$ cat config.mk
export PLATFORM = sky130hd
export DESIGN_NAME = tflaf_mse_monitor
export DESIGN_NICKNAME = d
export VERILOG_FILES = /design/src/rtl/tflaf_mse_monitor.sv
export SDC_FILE = /design/constraint.sdc
export NUM_CORES = 1
export LEC_CHECK = 0
export BUFFER_PORTS_ARGS = -buffer_cell sky130_fd_sc_hd__buf_2
export CORE_MARGIN = 2
export CORE_UTILIZATION = 53
export DETAILED_ROUTE_END_ITERATION = 6
export PLACE_DENSITY = 0.74
export SLEW_MARGIN = 20
export SYNTH_ARGS = -nofsm -noshare
export SYNTH_HDL_FRONTEND = slang
export SYNTH_SLANG_ARGS = --single-unit
export TNS_END_PERCENT = 100
$ cat constraint.sdc
create_clock -name clk -period 11.2 [get_ports clk]
set_input_delay 1.68 -clock clk [delete_from_list [all_inputs] [get_ports clk]]
set_output_delay 1.68 -clock clk [all_outputs]
set_load 0.05 [all_outputs]
$ cat src/rtl/tflaf_mse_monitor.sv
// Running mean-square error monitor for the TFLAF filter: EWMA of err^2 plus convergence FSM.
// Build option: define MSE_PEAK_EN to keep a peak-hold register on mse_out.
module tflaf_mse_monitor #(
    parameter int unsigned WIDTH    = 16,
    parameter int unsigned QP       = 12,
    parameter int unsigned ALPHA_SH = 5,
    parameter int unsigned WARMUP   = 64,
    parameter int unsigned HOLD     = 32,
    parameter int unsigned CNT_W    = 16
) (
    input  logic             clk,
    input  logic             reset,
    input  logic [WIDTH-1:0] err_in,
    input  logic             err_valid,
    input  logic             clear,
    input  logic [WIDTH-1:0] conv_thr,
    input  logic [WIDTH-1:0] div_thr,
    output logic [WIDTH-1:0] mse_out,
    output logic             mse_valid,
    output logic             converged,
    output logic             diverged,
    output logic [CNT_W-1:0] sample_cnt,
    output logic [WIDTH-1:0] mse_peak
);

    localparam int unsigned AccW  = 2 * WIDTH;
    localparam int unsigned HoldW = $clog2(HOLD + 1);

    localparam logic [2:0] StIdle   = 3'd0;
    localparam logic [2:0] StWarmup = 3'd1;
    localparam logic [2:0] StTrack  = 3'd2;
    localparam logic [2:0] StConv   = 3'd3;
    localparam logic [2:0] StDiv    = 3'd4;

    // Stage 1: square and rescale
    logic signed [AccW-1:0] err_ext;
    logic signed [AccW-1:0] sq;
    logic        [AccW-1:0] sq_s;
    logic                   s1_valid_q;
    logic        [AccW-1:0] s1_sq_q;

    assign err_ext = AccW'($signed(err_in));
    assign sq      = err_ext * err_ext;
    assign sq_s    = $unsigned(sq) >> QP;

    always_ff @(posedge clk or posedge reset) begin
        if (reset) begin
            s1_valid_q <= 1'b0;
            s1_sq_q    <= '0;
        end else begin
            s1_valid_q <= err_valid & ~clear;
            if (err_valid && !clear) begin
                s1_sq_q <= sq_s;
            end
        end
    end

    // Stage 2: EWMA update and status FSM
    logic [AccW-1:0]        acc_q;
    logic [WIDTH-1:0]       mse_q;
    logic                   mse_valid_q;
    logic [CNT_W-1:0]       cnt_q;
    logic [2:0]             state_q, state_d;
    logic [HoldW-1:0]       hold_q, hold_d;

    logic                   upd;
    logic signed [AccW:0]   diff;
    logic signed [AccW:0]   step;
    logic [AccW-1:0]        acc_ewma;
    logic [AccW-1:0]        acc_next;
    logic [WIDTH-1:0]       mse_next;
    logic [CNT_W-1:0]       cnt_next;

    assign upd      = s1_valid_q & ~clear;
    assign diff     = $signed({1'b0, s1_sq_q}) - $signed({1'b0, acc_q});
    assign step     = diff >>> ALPHA_SH;
    // Result is never negative, so truncating the step to AccW bits is exact.
    assign acc_ewma = acc_q + step[AccW-1:0];
    assign acc_next = (state_q == StIdle) ? s1_sq_q : acc_ewma;
    assign mse_next = (|acc_next[AccW-1:WIDTH]) ? {WIDTH{1'b1}} : acc_next[WIDTH-1:0];
    assign cnt_next = (&cnt_q) ? cnt_q : cnt_q + CNT_W'(1);

    always_comb begin
        state_d = state_q;
        hold_d  = hold_q;
        if (clear) begin
            state_d = StIdle;
            hold_d  = '0;
        end else if (upd) begin
            if (state_q != StDiv && mse_next > div_thr) begin
                state_d = StDiv;
            end else begin
                case (state_q)
                    StIdle: state_d = StWarmup;
                    StWarmup: begin
                        if (cnt_next == CNT_W'(WARMUP)) begin
                            state_d = StTrack;
                        end
                    end
                    StTrack: begin
                        if (mse_next < conv_thr) begin
                            hold_d = hold_q + HoldW'(1);
                            if (hold_d == HoldW'(HOLD)) begin
                                state_d = StConv;
                            end
                        end else begin
                            hold_d = '0;
                        end
                    end
                    StConv: begin
                        if (mse_next >= conv_thr) begin
                            state_d = StTrack;
                            hold_d  = '0;
                        end
                    end
                    default: ;
                endcase
            end
        end
    end

    always_ff @(posedge clk or posedge reset) begin
        if (reset) begin
            acc_q       <= '0;
            mse_q       <= '0;
            mse_valid_q <= 1'b0;
            cnt_q       <= '0;
            state_q     <= StIdle;
            hold_q      <= '0;
        end else if (clear) begin
            acc_q       <= '0;
            mse_q       <= '0;
            mse_valid_q <= 1'b0;
            cnt_q       <= '0;
            state_q     <= StIdle;
            hold_q      <= '0;
        end else begin
            mse_valid_q <= upd;
            state_q     <= state_d;
            hold_q      <= hold_d;
            if (upd) begin
                acc_q <= acc_next;
                mse_q <= mse_next;
                cnt_q <= cnt_next;
            end
        end
    end

    assign mse_out    = mse_q;
    assign mse_valid  = mse_valid_q;
    assign sample_cnt = cnt_q;
    assign converged  = (state_q == StConv);
    assign diverged   = (state_q == StDiv);

`ifdef MSE_PEAK_EN
    logic [WIDTH-1:0] peak_q;

    always_ff @(posedge clk or posedge reset) begin
        if (reset) begin
            peak_q <= '0;
        end else if (clear) begin
            peak_q <= '0;
        end else if (upd && mse_next > peak_q) begin
            peak_q <= mse_next;
        end
    end

    assign mse_peak = peak_q;
`else
    assign mse_peak = '0;
`endif

endmodule
==> flow_summary.toml <==
[status]
status = "finished, final reports clean"

[clocking]
clk_latency_ps = 360
ctsHtreeMaxLevel = 3
cts_hold_buf = 0
postCtsSetupRepairBufs = 0
cts_resized = 0
cts_tree = "yes"
cts.sinks = 95
clk_pin_slew_ps = 70
clk_path_buf_depth = 2
cts_made_buffers = 9
ctsRootBufferMaster = "clkbuf_16"

[die]
ios = 103
initial_core_util_pct = 53.71
rows = 65
chipWidth_um = 182.6
core_mm2 = 0.03147
die_h_um = 182.6
dieArea_mm2 = 0.03334

[route]
drt_iter0_drc = 763
wl_per_cell_um = 16.22
drt-total-wl_um = 38920
drt_first_pass_iters = 5
num_vias = 13340
routed_via_density = 5.558
postRouteAntennaNets = 0
drc = 0

[hold_path]
min_path_type = "reg2reg"
holdPathStages = 1

[job]
cap_viol_max_count = 0

[synth]
synth_seq_cells = 95
async_flop_share_pct = 100.0
netlist_instances = 1951
ys_seq_area_share_pct = 14.06
synth_edf_count = 0
syn_area_per_cell_um2 = 8.665
yosys_warnings = 0
ys.flop_type = "dfrtp_1"
syn_area_mm2 = 0.01691
yosysUniqueCellTypes = 79

[setup_path]
path_class = "reg2reg"
crit_buf_inv = 1
critPathMaxFanout = 32
path_depth = 33
start_kind = "flop"
endpoint_kind = "flop"
cp_top_family = "compound AO/OA/AOI/OAI gates"
crit_required_ps = 11500
rrSetupSlack_ps = 2770
reg2regPathDepth = 33
critPathMostFrequentCell = "o21ai_0"
crit_arrival_ps = 8730
critical_path.max_stage_delay_ps = 620
crit_slowest_cell = "and3_2"

[cells_and_area]
final_nets = 2455
syn2layout_area_growth_pct = 6.091
num_antenna_cells = 0
fill_cells = 2777
final_common_cell = "inv_1"
drive_gt1_share_pct = 7.157
layout_common_cells = "inv_1, fa_1, ha_1"
finalNonFillerCells = 2400

[sta]
rsz0062_at_grt = "false"
finalSetupViolCount = 0
fmax_ghz = 0.1186
fin_ws_ps = 2768
hold_violations = 0
report.final.slew_viol_count = 0
relSlewSlack_pct = 45.99
setup_tns_ps = 0
finClkSkew_ps = 9.929
finalCritPeriodShare_pct = 75.29
tightest_slew_ps = 810.2
fin_crit_ps = 8432

[global_route]
grtUsageMet1_pct = 33.32
grt-ovfl-total = 0
use_met2_pct = 40.67
first_global_vias = 13640
antenna_found_initial = 0
grt.total_usage_pct = 24.32
busiest_layer = "met2"
grt_first_pass_wirelength_um = 65960
grtUsageMet3_pct = 2.534
grt_max_degree = 75

[placed_design]
dpl.cell_count = 2384
dp_hpwl_um = 31970
dp_slack_ps = 2489
gp_congestion = 0.9696
portBuffers = 86
through the flow:
stage | hold slack [ps] | area (um2) | util (%)
after global routing | 521.4 | 17940 | 56.99
after floorplan | 468.8 | 16960 | -
final | 499.7 | 17940 | 56.99
after detailed placement | 490.2 | 17610 | 55.94
after global placement | 492.1 | 17610 | 55.94
after CTS | 500.3 | 17930 | 56.98
final timing paths:
check	endpoint	start
max	hold_q[0]	acc_q[1]
min	hold_q[5]	hold_q[5]
max reg2reg	hold_q[0]	acc_q[1]
min reg2reg	hold_q[5]	hold_q[5]
max in group asynchronous	s1_valid_q	reset
min in group asynchronous	sample_cnt[5]	reset
state kept, by name, indices dropped and copies added (netlist names):
name        cells
s1_valid_q      1
hold_q          6
s1_sq_q        20
acc_q          32
state_q         3
mse_out        16
sample_cnt     16
mse_valid       1
Yosys cell counts (28+ instances only):
cell type / count / area share, %
a21o_1: 33 / 1.5
a21oi_1: 74 / 2.2
and2_1: 53 / 2.0
clkbuf_1: 55 / 1.2
dfrtp_1: 95 / 14
fa_1: 238 / 28
ha_1: 172 / 13
inv_1: 382 / 8.5
nand2_1: 163 / 3.6
nand3_1: 35 / 1.0
nor2_1: 158 / 3.5
nor3_1: 28 / 0.83
o21ai_0: 66 / 2.0
xnor2_1: 45 / 2.3
xor2_1: 39 / 2.0
logic make-up (layout without fill, tap and decap cells):
group | Yosys count | in the layout | share of synthesized area (%)
adders and majority gates | 410 | 410 | 40.91
muxes | 16 | 16 | 1.036
buffers and inverters | 464 | 496 | 10.74
AOI/OAI and AO/OA | 328 | 328 | 13.22
and+or+nand+nor | 553 | 553 | 15.66
xor gates and xnor gates | 84 | 84 | 4.352
other | 1 | 16 | 0.02218
DFF | 95 | 95 | 14.06
final cells by class:
cell class	count	area, um2	area share, %
Clock buffer	9	225.2	1.256
Timing Repair Buffer	96	505.5	2.818
Clock inverter	7	103.9	0.5790
Multi-Input combinational cell	1407	12780	71.23
Sequential cell	95	2379	13.26
Tap cell	402	503.0	2.804
Inverter	384	1444	8.050
routing by layer:
metal / wire [um] / up-vias
met2: 17970 / 404
li1: - / 6375
met5: 0 / -
met1: 17850 / 6486
met3: 2061 / 73
met4: 1044 / 0
Power is left out: the tool's default activity adds up to more than one toggle a clock period on the data nets, which glitch-free logic cannot reach.
